## src/rtl/load_store_unit.sv

```systemverilog
`default_nettype none
// ============================================================================
// Module   : load_store_unit
// Purpose  : Memory-access stage behind the ALU. Runs one data-memory
//            transaction per request over a valid/ready bus, formats store
//            data into byte lanes, and returns aligned, sign/zero-extended
//            load data to writeback. Misaligned/illegal accesses and bus
//            timeouts raise an exception without touching memory.
// Ports    : clk, rst                      - clock, async active-high reset
//            req_valid/ready/store/funct3/
//            addr/wdata/rd                 - request from execute stage
//            mem_valid/ready/we/addr/
//            wstrb/wdata/rvalid/rdata      - data-memory bus
//            wb_valid/rd/data              - load result to writeback
//            done, exc_valid/cause/addr    - completion and exception report
// Revision : 1.0 - initial release
// ============================================================================
module load_store_unit #(
    parameter int TIMEOUT_CYCLES = 255
) (
    input  logic        clk,
    input  logic        rst,
    input  logic        req_valid,
    output logic        req_ready,
    input  logic        req_store,
    input  logic [2:0]  req_funct3,
    input  logic [31:0] req_addr,
    input  logic [31:0] req_wdata,
    input  logic [4:0]  req_rd,
    output logic        mem_valid,
    input  logic        mem_ready,
    output logic        mem_we,
    output logic [31:0] mem_addr,
    output logic [3:0]  mem_wstrb,
    output logic [31:0] mem_wdata,
    input  logic        mem_rvalid,
    input  logic [31:0] mem_rdata,
    output logic        wb_valid,
    output logic [4:0]  wb_rd,
    output logic [31:0] wb_data,
    output logic        done,
    output logic        exc_valid,
    output logic [1:0]  exc_cause,
    output logic [31:0] exc_addr
);

    localparam logic [1:0]  c_ST_IDLE = 2'd0;
    localparam logic [1:0]  c_ST_REQ  = 2'd1;
    localparam logic [1:0]  c_ST_WAIT = 2'd2;
    localparam logic [1:0]  c_ST_RESP = 2'd3;

    localparam logic [1:0]  c_CAUSE_LD_MISAL = 2'b00;
    localparam logic [1:0]  c_CAUSE_ST_MISAL = 2'b01;
    localparam logic [1:0]  c_CAUSE_ILLEGAL  = 2'b10;
    localparam logic [1:0]  c_CAUSE_TIMEOUT  = 2'b11;

    localparam logic [16:0] c_TIMEOUT = 17'(TIMEOUT_CYCLES);

    logic [1:0]  r_state;
    logic [15:0] r_cnt;
    logic [31:0] r_addr;
    logic [2:0]  r_funct3;
    logic [4:0]  r_rd;
    logic        r_mem_valid;
    logic        r_mem_we;
    logic [31:0] r_mem_addr;
    logic [3:0]  r_mem_wstrb;
    logic [31:0] r_mem_wdata;
    logic        r_wb_valid;
    logic [4:0]  r_wb_rd;
    logic [31:0] r_wb_data;
    logic        r_done;
    logic        r_exc_valid;
    logic [1:0]  r_exc_cause;
    logic [31:0] r_exc_addr;

    logic        w_accept;
    logic        w_illegal;
    logic        w_misaligned;
    logic [1:0]  w_err_cause;
    logic [31:0] w_fmt_wdata;
    logic [3:0]  w_fmt_wstrb;
    logic [7:0]  w_byte;
    logic [15:0] w_half;
    logic [31:0] w_load_data;
    logic [16:0] w_cnt_inc;
    logic        w_timeout;

    assign req_ready = (r_state == c_ST_IDLE);
    assign w_accept  = req_valid && req_ready;

    // Counter is one bit wider so the compare can never wrap; ">=" also
    // covers a load whose handshake landed on the final allowed cycle.
    assign w_cnt_inc = {1'b0, r_cnt} + 17'd1;
    assign w_timeout = (w_cnt_inc >= c_TIMEOUT);

    // Request checks; illegal width outranks misalignment.
    always_comb begin
        w_illegal    = 1'b0;
        w_misaligned = 1'b0;
        w_err_cause  = c_CAUSE_ILLEGAL;
        if (req_store) begin
            w_illegal = req_funct3[2] || (req_funct3 == 3'b011);
        end else begin
            w_illegal = (req_funct3 == 3'b011) || (req_funct3 == 3'b110) ||
                        (req_funct3 == 3'b111);
        end
        case (req_funct3[1:0])
            2'b01:   w_misaligned = req_addr[0];
            2'b10:   w_misaligned = (req_addr[1:0] != 2'b00);
            default: w_misaligned = 1'b0;
        endcase
        if (!w_illegal) begin
            w_err_cause = req_store ? c_CAUSE_ST_MISAL : c_CAUSE_LD_MISAL;
        end
    end

    // Store lane replication and byte strobes.
    always_comb begin
        w_fmt_wdata = '0;
        w_fmt_wstrb = '0;
        if (req_store) begin
            case (req_funct3[1:0])
                2'b00: begin
                    w_fmt_wdata = {4{req_wdata[7:0]}};
                    w_fmt_wstrb = 4'b0001 << req_addr[1:0];
                end
                2'b01: begin
                    w_fmt_wdata = {2{req_wdata[15:0]}};
                    w_fmt_wstrb = req_addr[1] ? 4'b1100 : 4'b0011;
                end
                default: begin
                    w_fmt_wdata = req_wdata;
                    w_fmt_wstrb = 4'b1111;
                end
            endcase
        end
    end

    // Load lane extraction from the registered address and width.
    always_comb begin
        w_byte      = '0;
        w_load_data = mem_rdata;
        case (r_addr[1:0])
            2'b00: w_byte = mem_rdata[7:0];
            2'b01: w_byte = mem_rdata[15:8];
            2'b10: w_byte = mem_rdata[23:16];
            2'b11: w_byte = mem_rdata[31:24];
            default: w_byte = '0;
        endcase
        w_half = r_addr[1] ? mem_rdata[31:16] : mem_rdata[15:0];
        case (r_funct3)
            3'b000:  w_load_data = {{24{w_byte[7]}}, w_byte};
            3'b001:  w_load_data = {{16{w_half[15]}}, w_half};
            3'b100:  w_load_data = {24'd0, w_byte};
            3'b101:  w_load_data = {16'd0, w_half};
            default: w_load_data = mem_rdata;
        endcase
        // x0 is hardwired zero; the access still happens on the bus.
        if (r_rd == 5'd0) begin
            w_load_data = '0;
        end
    end

    always_ff @(posedge clk or posedge rst) begin
        if (rst) begin
            r_state     <= c_ST_IDLE;
            r_cnt       <= '0;
            r_addr      <= '0;
            r_funct3    <= '0;
            r_rd        <= '0;
            r_mem_valid <= 1'b0;
            r_mem_we    <= 1'b0;
            r_mem_addr  <= '0;
            r_mem_wstrb <= '0;
            r_mem_wdata <= '0;
            r_wb_valid  <= 1'b0;
            r_wb_rd     <= '0;
            r_wb_data   <= '0;
            r_done      <= 1'b0;
            r_exc_valid <= 1'b0;
            r_exc_cause <= '0;
            r_exc_addr  <= '0;
        end else begin
            // Strobes are single-cycle: they are only set on entry to RESP.
            r_done      <= 1'b0;
            r_wb_valid  <= 1'b0;
            r_exc_valid <= 1'b0;
            case (r_state)
                c_ST_IDLE: begin
                    if (w_accept) begin
                        r_addr   <= req_addr;
                        r_funct3 <= req_funct3;
                        r_rd     <= req_rd;
                        if (w_illegal || w_misaligned) begin
                            r_state     <= c_ST_RESP;
                            r_done      <= 1'b1;
                            r_exc_valid <= 1'b1;
                            r_exc_cause <= w_err_cause;
                            r_exc_addr  <= req_addr;
                        end else begin
                            r_state     <= c_ST_REQ;
                            r_cnt       <= '0;
                            r_mem_valid <= 1'b1;
                            r_mem_we    <= req_store;
                            r_mem_addr  <= {req_addr[31:2], 2'b00};
                            r_mem_wstrb <= w_fmt_wstrb;
                            r_mem_wdata <= w_fmt_wdata;
                        end
                    end
                end
                c_ST_REQ: begin
                    // A completed handshake wins over a coincident timeout.
                    if (mem_ready) begin
                        r_mem_valid <= 1'b0;
                        r_cnt       <= w_cnt_inc[15:0];
                        if (r_mem_we) begin
                            r_state <= c_ST_RESP;
                            r_done  <= 1'b1;
                        end else begin
                            r_state <= c_ST_WAIT;
                        end
                    end else if (w_timeout) begin
                        r_mem_valid <= 1'b0;
                        r_state     <= c_ST_RESP;
                        r_done      <= 1'b1;
                        r_exc_valid <= 1'b1;
                        r_exc_cause <= c_CAUSE_TIMEOUT;
                        r_exc_addr  <= r_addr;
                    end else begin
                        r_cnt <= w_cnt_inc[15:0];
                    end
                end
                c_ST_WAIT: begin
                    if (mem_rvalid) begin
                        r_state    <= c_ST_RESP;
                        r_done     <= 1'b1;
                        r_wb_valid <= 1'b1;
                        r_wb_rd    <= r_rd;
                        r_wb_data  <= w_load_data;
                    end else if (w_timeout) begin
                        r_state     <= c_ST_RESP;
                        r_done      <= 1'b1;
                        r_exc_valid <= 1'b1;
                        r_exc_cause <= c_CAUSE_TIMEOUT;
                        r_exc_addr  <= r_addr;
                    end else begin
                        r_cnt <= w_cnt_inc[15:0];
                    end
                end
                c_ST_RESP: begin
                    r_state <= c_ST_IDLE;
                end
                default: begin
                    r_state <= c_ST_IDLE;
                end
            endcase
        end
    end

    assign mem_valid = r_mem_valid;
    assign mem_we    = r_mem_we;
    assign mem_addr  = r_mem_addr;
    assign mem_wstrb = r_mem_wstrb;
    assign mem_wdata = r_mem_wdata;
    assign wb_valid  = r_wb_valid;
    assign wb_rd     = r_wb_rd;
    assign wb_data   = r_wb_data;
    assign done      = r_done;
    assign exc_valid = r_exc_valid;
    assign exc_cause = r_exc_cause;
    assign exc_addr  = r_exc_addr;

endmodule
`default_nettype wire

```

## config.mk

```make
export PLATFORM = sky130hd
export DESIGN_NAME = load_store_unit
export DESIGN_NICKNAME = d
export VERILOG_FILES = /design/src/rtl/load_store_unit.sv
export SDC_FILE = /design/constraint.sdc
export NUM_CORES = 1
export LEC_CHECK = 0
export ABC_AREA = 1
export BUFFER_PORTS_ARGS = -buffer_cell sky130_fd_sc_hd__buf_2
export CORE_UTILIZATION = 44
export CTS_BUF_LIST = sky130_fd_sc_hd__clkbuf_2 sky130_fd_sc_hd__clkbuf_4 sky130_fd_sc_hd__clkbuf_8
export CTS_CLUSTER_SIZE = 24
export DETAILED_ROUTE_END_ITERATION = 8
export GPL_TIMING_DRIVEN = 0
export PLACE_DENSITY = 0.69
export SLEW_MARGIN = 40
export SYNTH_ARGS = -nofsm -noshare
export SYNTH_HDL_FRONTEND = slang
export SYNTH_SLANG_ARGS = --single-unit
```

## constraint.sdc

```tcl
create_clock -name clk -period 8 [get_ports clk]
set_input_delay 0.8 -clock clk [delete_from_list [all_inputs] [get_ports clk]]
set_output_delay 0.8 -clock clk [all_outputs]
set_load 0.1 [all_outputs]
```

## After elaboration in Yosys (flattened, before gate mapping)

Cells that the tools add are included.

- Register bits: 200
- Output and inout port bits: 145
- Logic and storage cells: 115

- $add $sub $neg: 1
- $lt $le $gt $ge: 1
- Eq/ne operators: 20
- Shifts and indexed selects: 1
- Mux-type cells: 55
- Bitwise logic cells: 1
- Reductions and logical operators: 19

Operators by type and width:

| cell | count |
|---|---|
| 32-bit two-way mux | 7 |
| 32-bit case mux with 4 select lines | 1 |
| 16-bit two-way mux | 6 |
| 32-bit case mux with 3 select lines | 1 |
| 32-bit case mux with 2 select lines | 1 |
| 16-bit case mux with 3 select lines | 1 |
| 8-bit case mux with 4 select lines | 1 |
| 2-bit two-way mux | 11 |
| 16-bit by 1-bit adder with 17-bit output, second input constant | 1 |
| 17-bit by 8-bit greater-or-equal comparator with 1-bit output, second input constant | 1 |
| 1-bit two-way mux | 17 |
| 3-bit equality test, second input constant | 4 |
| 2-bit equality test, second input constant | 5 |
| 4-bit two-way mux | 2 |
| 2-bit case mux with 4 select lines | 1 |
| 4-bit case mux with 2 select lines | 1 |
| 4-bit AND reduction | 2 |
| 2-bit by 1-bit equality test with 1-bit output, second input constant | 3 |
| 2-bit logical NOT | 3 |
| 2-bit inequality test, second input constant | 3 |
| 1-bit case mux with 3 select lines | 2 |
| 2-bit case mux with 3 select lines | 1 |
| 5-bit logical NOT | 1 |
| 5-bit AND reduction | 1 |
| other kinds (14) | 21 |

## Logic depth before layout (Yosys ltp)

- Depth after elaboration: 8
- Mapped depth: 15

## Least setup slack after synthesis

Ideal clock, no wire load.

- Path kind: flip-flop to flip-flop
- From: reg r_state[0]
- To: reg r_mem_addr[10], in the netlist mem_addr[10]
- Arrival: 2659 ps
- Path slack: 5211 ps
- Cell stages (with the launch flop): 11
- Clock period less this slack: 2789 ps
- Cells stage by stage: dfrtp_1 inv_1 ha_1 nand2_1 nor2_1 buf_2 clkinv_1 clkbuf_1 clkbuf_1 nand2_1 o21ai_0

- Word-level cells in the longest chain between the ends: 3

RTL lines:

| element | RTL line | source |
|---|---|---|
| from (decl) | 59 | `logic [1:0] r_state;` |
| from (signal assigned) | 167 | `r_state <= c_ST_IDLE;` |
| from (signal assigned) | 196 | `r_state <= c_ST_RESP;` |
| from (signal assigned) | 202 | `r_state <= c_ST_REQ;` |
| 2-bit logical NOT * | 89 | `assign req_ready = (r_state == c_ST_IDLE);` |
| net req_ready | 24 | `output logic req_ready,` |
| 1-bit logical AND | 90 | `assign w_accept = req_valid && req_ready;` |
| 3-bit AND reduction (no source line) * | - |  |
| to (signal assigned) | 206 | `r_mem_addr <= {req_addr[31:2], 2'b00};` |
| to (decl) | 66 | `logic [31:0] r_mem_addr;` |

Mark *: on every way through the listed nets, which the timed path passes. The rest lies on a longest branch.
A chain may end at the register's enable or synchronous reset.

## Final worst setup path

- From: in req_funct3[0]
- To: reg r_mem_addr[2], in the netlist mem_addr[2]

- Word-level cells in the longest chain between the ends: 7
- Elaborated cells between the ends (all ways): 13

RTL lines:

| element | RTL line | source |
|---|---|---|
| from (decl) | 26 | `input logic [2:0] req_funct3,` |
| 3-bit by 2-bit equality test with 1-bit output or 3-bit equality test (tied branches) | 103, 105 |  |
| 1-bit logical OR (2 in series) | 105 | `w_illegal = (req_funct3 == 3'b011) \|\| (req_funct3 == 3'b110) \|\|` |
| 1-bit two-way mux | 102 | `if (req_store) begin` |
| 1-bit logical OR * | 195 | `if (w_illegal \|\| w_misaligned) begin` |
| 1-bit inverter (no source line) * | - |  |
| 3-bit AND reduction (no source line) * | - |  |

Mark *: on every way between the ends. The rest lies on a longest branch, timed or not.

==> metrics.txt <==
clock-pin slew of the registers on the worst-case setup and hold paths=0.11 ns; post-synth top area cell=dfrtp_1; Seq cells post-synth=200; DP HPWL=20.1 mm; Wirelength per Cell=16.1 um; area of the core=0.0205 sq mm; Crit. End Element=flop; antenna viol nets, final=0; cells after synthesis=1113; Die Wd=147 um; Final Util=55.6%; starting density of the core=45.4%; max_cap viols=0; largest net degree at the start of global routing=79; first-pass GRT wire length=43.7 mm; post-synthesis cell type count=37; number of port buffers=252; # hold bufs at CTS=0; Final nets=1507; # IOs=255; crit share post-route=37.2%; area growth from synthesis to layout=22.4%; vias=8678; Clock Path Buffers=2; FF-to-FF End=mem_addr[2]; total CTS buffers=17; Synth top area share=53.8%; full die area=0.0217 sq mm; worst-case clock skew=0.0152 ns; Initial DRT Pass Iterations=5; worst-path maximum fanout=10; Tmin final=2.98 ns; DIE HEIGHT=147 um; Vias/cell=5.19; unrepaired setup endpoints after global routing=no; Final Hold Vio Count=0; Reg2Reg Setup Slack=5.16 ns; min-delay worst type=in -> async; share of layout cells above drive strength 1=24.2%; drt drc=0; DR iter-0 viols=452; H-tree levels=4; synthesized area=0.00931 sq mm; row cnt=52; setup bufs post-CTS=0; CTS Root Cell=clkbuf_8; Syn. warnings=0; commonest cells in the netlist=348 x nand2_1, 227 x o21ai_0, 200 x dfrtp_1; EDFF count, synth=0; final WL=26.9 mm; initial antenna violation count=1; global-route usage over all layers=25.6%; Worst Setup Start Kind=primary input; average size of a mapped cell=8.36 sq um; count leader, synth=nand2_1; RD Place Congestion=0.906; worst-margin pin slew=0.687 ns; max_slew headroom=53.9%; critical path class=in -> reg; Peak Freq=336 MHz; clock net sink count=200; Final Setup Violations=0; Worst Reg2Reg Path Length in Cells=9; insertion delay to the later sink of the worst-skew pair=0.49 ns; FFs w/ async S/R, synth=100%; register area share after synthesis=53.8%; status=finished clean; prevailing post-synth register cell=dfrtp_1; Arr. time, crit path=3.37 ns; CTS tree=yes; total grt overflow=0; vias in the first global route=8403; # resized after CTS=0; Critical Path RT=8.40 ns; largest cells by area after synthesis=dfrtp_1 54%, nand2_1 14%, o21ai_0 12%; Max Slew Vio Count=0; worst r2r src=r_state[0]
[layout by cell type (no fill, tap or decap), types with 5 or more instances in the layout]
cell type / instances
nand2_1: 348
inv_1: 72
inv_8: 5
clkbuf_8: 17
mux2i_1: 9
dfrtp_1: 200
a32o_1: 7
nand4_1: 6
o21ai_2: 16
nand3_1: 41
clkbuf_1: 45
buf_2: 258
a21oi_1: 28
ha_1: 10
o21ai_0: 227
nor3_1: 5
nand2_2: 13
nor2_1: 37
[worst max-delay path, stage by stage]
cell and delay [ns]:
buf_2 0.11, inv_1 0.07, ha_1 0.24, o21ai_1 0.12, inv_1 0.06, nor2_1 0.18
nand2_1 0.13, nor2_1 0.16, buf_2 0.25, clkinv_1 0.32, clkbuf_1 0.37, clkbuf_1 0.32
o21ai_0 0.22
[metrics by stage]
| stage | std cells | setup WS [ns] | area (sq um) | hold WS (ns) | TNS [ns] |
|---|---|---|---|---|---|
| floorplan | 1114 | 1.75 | 9310 | 0.448 | 0 |
| global placement | 1636 | -0.682 | 10900 | 0.460 | -132.52 |
| detailed placement | 1638 | 4.45 | 11000 | 0.464 | 0 |
| CTS | 1670 | 4.98 | 11400 | 0.341 | 0 |
| global route | 1671 | 4.68 | 11400 | 0.373 | 0 |
| finish | 1671 | 5.02 | 11400 | 0.341 | 0 |
[registers in the layout, indices dropped and copies added (netlist names), 3 cells and up]
register   flops
exc_addr      32
mem_addr      30
mem_wdata     32
mem_wstrb      4
r_addr        32
r_cnt         16
r_funct3       3
r_rd           5
wb_data       32
wb_rd          5
[area by class of cell]
| type | instances | area [sq um] |
|---|---|---|
| fill | 1961 | 9100 |
| sequential | 200 | 5000 |
| multi-input combinational | 779 | 3750 |
| timing repair buffer | 254 | 1320 |
| tap | 270 | 338 |
| inverter | 77 | 297 |
| buffer | 58 | 264 |
| clock buffer | 17 | 234 |
| clock inverter | 15 | 181 |
| antenna | 1 | 2.50 |
[cell families after synthesis]
family          count (synthesis)  share of synthesized area (%)
compound gates                291                           17.0
simple gates                  460                           20.1
mux                            13                           1.45
xor+xnor                        3                          0.282
other cells                     1                         0.0403
fa+ha+maj                      10                           1.34
buf+inv                       135                           5.94
flops                         200                           53.8
[worst max-delay path by stage]
stage,from,end,slack (ns),cells after the start
2_1_floorplan,rst,done,1.75,1
3_3_place_gp,rst,mem_addr[14],-0.68,2
3_5_place_dp,req_funct3[0],mem_addr[18],4.45,14
4_1_cts,req_funct3[0],mem_addr[18],4.98,14
5_1_grt,req_funct3[0],mem_addr[22],4.68,14
6_report,req_funct3[0],mem_addr[2],5.02,13
[layer usage]
metal  part of all wire, %  up-vias  global-route usage, %
li1                      -     4195                      -
met1                    43     4145                   33.7
met3                   7.4       37                   5.80
met2                    48      301                   41.6
met4                   2.3        0                   8.76
met5                     0        -                      0
Power is left out: the tool's default activity adds up to more than one toggle a clock period on the data nets, which glitch-free logic cannot reach.
